$ cat src/rtl/float_argmin_scan.sv
// Streaming IEEE-754 min/argmin over a run of len elements; one element per cycle, result
// registered one cycle after the last accept. Input is consumed only while running & in0_valid.
module float_argmin_scan #(
   parameter int DATA_W = 32,
   parameter int EXP_W  = 8,
   parameter int IDX_W  = 16
) (
   input  logic              clk,
   input  logic              rst,
   input  logic              running,
   input  logic              run,
   input  logic [IDX_W-1:0]  len,
   input  logic [DATA_W-1:0] in0,
   input  logic              in0_valid,
   output logic              done,
   output logic [DATA_W-1:0] out0,
   output logic [IDX_W-1:0]  out1,
   output logic              found
);

   localparam int MAN_W = DATA_W - 1 - EXP_W;

   localparam logic [1:0] S_IDLE = 2'd0;
   localparam logic [1:0] S_SCAN = 2'd1;
   localparam logic [1:0] S_DONE = 2'd2;

   localparam logic [DATA_W-1:0] QNAN    = {1'b0, {EXP_W{1'b1}}, 1'b1, {(MAN_W-1){1'b0}}};
   localparam logic [IDX_W-1:0]  IDX_ONE = IDX_W'(1);

   logic [1:0]        state;
   logic [IDX_W-1:0]  len_q;
   logic [IDX_W-1:0]  idx;
   logic [DATA_W-1:0] best;
   logic [IDX_W-1:0]  best_idx;
   logic              best_valid;

   logic              in_nan;
   logic              accept;
   logic              upd;
   logic              last;
   logic [DATA_W-1:0] nxt_best;
   logic [IDX_W-1:0]  nxt_best_idx;
   logic              nxt_best_valid;

   // Sign-magnitude order on raw bits, so -0 sorts below +0.
   function automatic logic f_lt(input logic [DATA_W-1:0] a, input logic [DATA_W-1:0] b);
      logic [DATA_W-2:0] ma;
      logic [DATA_W-2:0] mb;
      ma = a[DATA_W-2:0];
      mb = b[DATA_W-2:0];
      if (a[DATA_W-1] != b[DATA_W-1])
         return a[DATA_W-1];
      else if (a[DATA_W-1])
         return ma > mb;
      else
         return ma < mb;
   endfunction

   always_comb begin
      in_nan         = (&in0[DATA_W-2 -: EXP_W]) && (|in0[MAN_W-1:0]);
      accept         = (state == S_SCAN) && running && in0_valid;
      upd            = accept && !in_nan && (!best_valid || f_lt(in0, best));
      last           = (idx == len_q - IDX_ONE);
      nxt_best       = upd ? in0 : best;
      nxt_best_idx   = upd ? idx : best_idx;
      nxt_best_valid = best_valid | upd;
   end

   always_ff @(posedge clk) begin
      if (rst) begin
         state      <= S_IDLE;
         len_q      <= '0;
         idx        <= '0;
         best       <= '0;
         best_idx   <= '0;
         best_valid <= 1'b0;
         done       <= 1'b0;
         out0       <= '0;
         out1       <= '0;
         found      <= 1'b0;
      end else if (run) begin
         len_q      <= len;
         idx        <= '0;
         best_valid <= 1'b0;
         if (len == '0) begin
            // Empty run completes immediately with the "nothing found" result.
            state <= S_DONE;
            done  <= 1'b1;
            out0  <= QNAN;
            out1  <= '1;
            found <= 1'b0;
         end else begin
            state <= S_SCAN;
            done  <= 1'b0;
         end
      end else begin
         case (state)
            S_SCAN: begin
               if (accept) begin
                  idx        <= idx + IDX_ONE;
                  best       <= nxt_best;
                  best_idx   <= nxt_best_idx;
                  best_valid <= nxt_best_valid;
                  if (last) begin
                     state <= S_DONE;
                     done  <= 1'b1;
                     found <= nxt_best_valid;
                     out0  <= nxt_best_valid ? nxt_best : QNAN;
                     out1  <= nxt_best_valid ? nxt_best_idx : '1;
                  end
               end
            end
            S_IDLE, S_DONE: ;
            default: state <= S_IDLE;
         endcase
      end
   end

endmodule

$ cat config.mk
export PLATFORM = sky130hd
export DESIGN_NAME = float_argmin_scan
export DESIGN_NICKNAME = d
export VERILOG_FILES = /design/src/rtl/float_argmin_scan.sv
export SDC_FILE = /design/constraint.sdc
export NUM_CORES = 1
export LEC_CHECK = 0
export CAP_MARGIN = 20
export CORE_UTILIZATION = 54
export CTS_BUF_LIST = sky130_fd_sc_hd__clkbuf_16
export DETAILED_ROUTE_END_ITERATION = 6
export GPL_TIMING_DRIVEN = 0
export MAX_ROUTING_LAYER = met4
export PLACE_DENSITY = 0.8
export SLEW_MARGIN = 15
export SYNTH_ARGS = -nofsm -noshare
export SYNTH_HDL_FRONTEND = slang
export SYNTH_SLANG_ARGS = --single-unit
$ cat constraint.sdc
create_clock -name clk -period 4.4 [get_ports clk]
set_input_delay 0.88 -clock clk [delete_from_list [all_inputs] [get_ports clk]]
set_output_delay 0.88 -clock clk [all_outputs]
set_load 0.01 [all_outputs]
==> results.txt, run 1 <==
Max Slew Vio Count: 0
area share of fa/ha/maj cells after synthesis: 6.099%
Die X-Extent: 114.0 um
routed wire length: 17600 um
fill cell count: 952
Pleak: 3.639 nW
DPL Wire Length: 13030 um
Rows: 40
Crit Path Category: input pin to flip-flop
CTS root buf: clkbuf_16
simple logic cell fraction of the synthesized area: 15.19%
Clock Path Buffers: 2
Flop pwr share: 44.0%
Mapped Cells: 735
diodes inserted: 0
clock period minus worst slack: 4247 ps
Detailed Routing Iterations Pass 1: 5
htree depth: 4
Post-route DRC: 0
Die H: 114.0 um
CTS tree: built
vias in the first global route: 5852
Finish-stage setup viols: 0
commonest non-fill, non-tap cell in the layout: dfxtp_1
max incr delay on CP: 510 ps
outcome: completed
dpl ws: -299.1 ps
Via Count: 5895
reg2reg path depth: 12
final hold violation count: 0
gr ovfl total: 0
crit path launch: in0[22]
worst-path maximum fanout: 10
hold slack: 458.7 ps
Slowest cell on crit path: clkdlybuf4s50_1
Main synth FF type: dfxtp_1
cts hold-fix bufs: 0
power consumption: 2.839 mW
main combinational cell family by area after synthesis: simple AND/OR/NAND/NOR gates
xor and xnor area share after synthesis: 4.010%
area fraction in compound gates after synthesis: 14.56%
Mapped Nets: 821
first-pass GRT wire length: 28480 um
Initial Util: 55.90%
Die Area: 12990 um2
port buffer count: 101
most frequent cells in the layout: 133 x dfxtp_1, 101 x clkdlybuf4s50_1, 88 x nor2_1, 88 x mux2i_1, 70 x inv_1
Max-slew headroom: 38.37%
hold path cells: 1
nets: 942
WP data required: 4680 ps
antenna violations before repair: 0
setup repair bufs after CTS: 0
total CTS buffers: 17
crit path launch type: input pin
initial drt markers: 423
Psw: 0.6937 mW
Clk pin slew, worst setup/hold paths: 60 ps
worst hold path type: flip-flop to flip-flop
sequential-to-total area share from yosys stat: 39.33%
layout cells sized above 1: 8.766%
Avg Inst Size Synth: 9.211 um2
setup TNS: 0 ps
maxcap violations: 0
worst setup path end: best[2]
Worst-Margin Slew: 922.4 ps
area grow syn2layout: 25.91%
Post-synth EDFFs: 0
Cell Area, Synth: 6770 um2
Synth Warn #: 0
ys async rst share: 0%
DR vias/cell: 5.696
GRT Util Overall: 28.77%
combinational power share: 12.0%
CTS sink cnt: 133
Distinct cells, synth: 54
final period utilization: 96.52%
total core area: 12110 um2
IO Count: 103
reg2reg end: best[2]
crit end category: flip-flop
sw frac: 24.44%
antenna-violating nets left: 0
post-synthesis mux area share: 13.01%
largest net degree at the start of global routing: 17
Max Fclk: 235.5 MHz
clock network fraction of design power: 44.0%
Clock Skews: 6.010 ps
pwr dens: 333.0 nW/um2
Critical Path AT: 4530 ps
final setup margin: 153.2 ps
launch point of the worst reg-to-reg path: best[21]
Clk Latency, worst-skew pair: 430 ps
crit-path cells: clkdlybuf4s50_1 > ha_1 > nand4_1 > nor4_2 > nand3_1 > and3_1 > and4b_1 > o311ai_1 > buf_2 > clkbuf_4 > mux2i_1 > nor2_1
FF-to-FF setup slack: 760 ps
Internal: 2.145 mW
synthesized flop and latch total: 133
gpl congestion: 0.8310
DR WL/cell: 17.01 um
peak supply drop: 0.0002099 V
==> Yosys cell counts, types with 5 or more instances <==
master,count,share of area [%]
a21oi_1,46,3.4
and3_1,5,0.46
buf_2,8,0.59
buf_6,9,1.5
clkbuf_1,31,1.7
dfxtp_1,133,39
ha_1,33,6.1
inv_1,64,3.5
mux2i_1,88,13
nand2_1,13,0.72
nand3_1,12,0.89
nand4_1,23,2.1
nor2_1,88,4.9
nor3_1,15,1.1
nor4_1,15,1.4
o21ai_0,13,0.96
o221a_2,25,4.2
o2bb2ai_1,23,3.0
or3_1,7,0.65
xnor2_1,13,1.7
xor2_1,18,2.3
==> layer usage <==
| layer | share of wire (%) | GRT usage (%) |
|---|---|---|
| met1 | 42 | 32.20 |
| met3 | 4.0 | 5.473 |
| met2 | 52 | 50.99 |
| met5 | 0 | - |
| met4 | 1.6 | 10.22 |
==> worst min-delay path by stage <==
stage,startpoint,end,slack [ps]
2_1_floorplan,best_idx[0],best_idx[0],460
3_3_place_gp,out0[3],out0[3],440
3_5_place_dp,out0[13],out0[13],450
4_1_cts,out0[13],out0[13],460
5_1_grt,out0[17],out0[17],480
6_report,out0[2],out0[2],460
==> critical path: cells and delay by family <==
family | cells | cell delay, ps
AO/OA/AOI/OAI | 1 | 370
adder cells (fa/ha/maj) | 1 | 370
buffers and inverters | 3 | 1220
multiplexers | 1 | 260
AND/OR/NAND/NOR | 6 | 1430
==> power by group through the flow <==
| stage | sequential (mW) | combinational, mW | clock [mW] |
|---|---|---|---|
| after floorplan | 1.28 | 0.183 | 0 |
| after global placement | 1.27 | 0.325 | 0 |
| after detailed placement | 1.27 | 0.334 | 0 |
| after CTS | 1.25 | 0.339 | 1.25 |
| after global routing | 1.25 | 0.369 | 1.30 |
| final | 1.25 | 0.342 | 1.25 |
==> sequential cells by signal (all words and copies together) (netlist names) <==
signal and cells:
best 32, best_idx 16, best_valid 1, done 1, found 1, idx 16
len_q 16, out0 32, out1 16, state 2
==> stage by stage <==
stage	instance area (um2)	util [%]	cells
finish	8524	70.38	1035
global route	8524	70.38	1035
CTS	8503	70.21	1035
detailed placement	7996	66.02	1005
global placement	7991	65.98	1004
floorplan	6770	-	735
==> cell families (layout without fill, tap and decap cells) <==
family          Yosys count  in the layout
compound gates          132            132
fa+ha+maj                33             33
simple gates            200            200
flops                   133            133
xor+xnor                 31             31
buf+inv                 118            250
mux                      88             88
==> cell type report <==
type                       instances  area [um2]  share of cell area, %
multi-input combinational        484        3598                  42.21
sequential                       133        2663                  31.23
timing repair buffer             102        1016                  11.92
clock buffer                      17       425.4                  4.990
buffer                            53       286.5                  3.361
inverter                          65       244.0                  2.862
tap                              168       210.2                  2.466
clock inverter                    13       81.33                 0.9541
==> what timing repair did <==
item / CTS / global route
hold endpoints to repair: 0 / 0
resized for setup: 0 / 4
endpoints found under the setup margin: 0 / 60
No activity file was read; power rests on OpenSTA's default activity.
==> inputs of run 2 (changes only) <==
--- a/config.mk
+++ b/config.mk
@@ -6,12 +6,13 @@
 export NUM_CORES = 1
 export LEC_CHECK = 0
 export CAP_MARGIN = 20
-export CORE_UTILIZATION = 54
+export CORE_UTILIZATION = 45
 export CTS_BUF_LIST = sky130_fd_sc_hd__clkbuf_16
 export DETAILED_ROUTE_END_ITERATION = 6
 export GPL_TIMING_DRIVEN = 0
 export MAX_ROUTING_LAYER = met4
-export PLACE_DENSITY = 0.8
+export PLACE_DENSITY = 0.71
+export SKIP_CTS_REPAIR_TIMING = 1
 export SLEW_MARGIN = 15
 export SYNTH_ARGS = -nofsm -noshare
 export SYNTH_HDL_FRONTEND = slang
==> constraint.sdc (replaced) <==
create_clock -name clk -period 3.8 [get_ports clk]
set_input_delay 0.76 -clock clk [delete_from_list [all_inputs] [get_ports clk]]
set_output_delay 0.76 -clock clk [all_outputs]
set_load 0.01 [all_outputs]
==> results.txt, run 2 (same netlist as run 1, synthesis figures left out) <==
largest net degree at the start of global routing: 17 (unchanged)
Pleak: 3.691 nW (+1.4%)
Clk pin slew, worst setup/hold paths: 60 ps (about the same)
Crit path buffers/inverters: 3 (unchanged)
gr ovfl total: 0 (unchanged)
Clock Skews: 7.566 ps (+1.556 ps)
vias in the first global route: 5459 (-6.7%)
WL met3: 701 um (-0.28%)
clock period minus worst slack: 3713 ps
Via Count: 5775 (-2.0%)
commonest non-fill, non-tap cell in the layout: dfxtp_1
pwr dens: 402.4 nW/um2 (+21%)
met2 wire length: 8261 um (-9.6%)
dpl cell area: 8011 um2 (+0.19%)
setup TNS: 0 ps (unchanged)
Rows: 44 (+10%)
crit path launch type: input pin
fill cell count: 1246 (+31%)
Max-slew headroom: 40.77% (+2.4 points)
wl on met1: 7784 um (+4.1%)
DR WL/cell: 16.12 um (-5.2%)
Most common cell on crit path: nor2_1
Slowest cell on crit path: clkdlybuf4s50_1
fin area: 8686 um2 (+1.9%)
port buffer count: 101 (unchanged)
worst hold path type: flip-flop to flip-flop
first-pass GRT wire length: 27690 um (-2.8%)
antenna-violating nets left: 0 (unchanged)
CTS sink cnt: 133 (unchanged)
IO Count: 103 (unchanged)
final period utilization: 97.70%
Critical Path AT: 4000 ps (-530 ps)
Max Slew Vio Count: 0 (unchanged)
Die Area: 15540 um2 (+20%)
diodes inserted: 0 (unchanged)
htree depth: 4 (unchanged)
dpl ws: -904.9 ps (-605.8 ps)
area grow syn2layout: 28.29%
gpl congestion: 0.8537 (+2.7%)
Finish-stage setup viols: 0 (unchanged)
Post-route DRC: 0 (unchanged)
top sig layer: met4
Multi-input gate area: 3642 um2 (+1.2%)
WP data required: 4090 ps (-590 ps)
GRT Util Overall: 22.90% (-5.9 points)
Die X-Extent: 124.7 um (+9.4%)
CP top delay family: compound AO/OA/AOI/OAI gates
DPL Wire Length: 12280 um (-5.8%)
Largest regs: best x32, out0 x32
Clock Path Buffers: 2 (unchanged)
total CTS buffers: 17 (unchanged)
CTS tree: built
outcome: completed
peak supply drop: 0.0003011 V (+43%)
Sequential Area: 2663 um2 (unchanged)
most frequent cells in the layout: 133 x dfxtp_1, 101 x clkdlybuf4s50_1, 88 x nor2_1, 88 x mux2i_1, 64 x inv_1
initial drt markers: 349 (-17%)
final setup margin: 87.49 ps (-65.66 ps)
Crit Path Category: input pin to flip-flop
antenna violations before repair: 0 (unchanged)
routed wire length: 16980 um (-3.6%)
Die H: 124.7 um (+9.4%)
Detailed Routing Iterations Pass 1: 4 (-1)
CTS root buf: clkbuf_16
Cell Count Post-Placement: 1020 (+1.5%)
layout cells sized above 1: 10.24% (+1.5 points)
Worst-Margin Slew: 886.5 ps (-35.89 ps)
Initial Util: 46.41% (-9.5 points)
nets: 942 (unchanged)
crit end category: flip-flop
final hold violation count: 0 (unchanged)
crit-path cells: clkdlybuf4s50_1 > ha_1 > a211oi_1 > nor2_1 > o31a_1 > o41ai_2 > a21oi_2 > o311ai_4 > buf_6 > buf_4 > mux2i_1 > nor2_1
maxcap violations: 0 (unchanged)
Max Fclk: 269.4 MHz
max incr delay on CP: 500 ps (about the same)
hold slack: 464.0 ps (+5.246 ps)
non-filler instance count after layout: 1053 (+1.7%)
total core area: 14590 um2 (+20%)
worst-path maximum fanout: 10 (unchanged)
Clk Latency, worst-skew pair: 430 ps (about the same)
DR vias/cell: 5.484 (-3.7%)
==> run 2: area by class of cell <==
type / instances / share of cell area (%)
tap: 184 / 2.651
multi-input combinational: 484 / 41.93
timing repair buffer: 102 / 11.73
clock inverter: 15 / 1.873
buffer: 53 / 3.457
clock buffer: 17 / 4.898
inverter: 65 / 2.809
sequential: 133 / 30.65
==> run 2: where the power goes <==
part / internal [mW] / total, mW / switching, mW
Clock: 1.02 / 1.66 / 0.637
Sequential: 1.43 / 1.45 / 0.0197
Combinational: 0.193 / 0.390 / 0.197
==> run 2: final timing paths <==
kind | start | endpoint | slack [ps] | depth (start not counted)
max | in0[4] | best[1] | 90 | 12
min | out0[4] | out0[4] | 460 | 1
max reg2reg | len_q[0] | out0[13] | 290 | 12
min reg2reg | out0[4] | out0[4] | 460 | 1
==> run 2: routing by layer <==
layer,vias up,GRT usage (%)
met3,21,4.811
met1,2749,27.70
met4,0,7.016
met5,-,-
li1,2867,-
met2,138,38.06
==> run 2: through the flow <==
step / util [%] / power, mW
floorplan: - / 1.692
global placement: 54.91 / 1.855
detailed placement: 54.91 / 1.859
CTS: 58.95 / 3.500
global route: 59.54 / 3.612
finish: 59.54 / 3.495
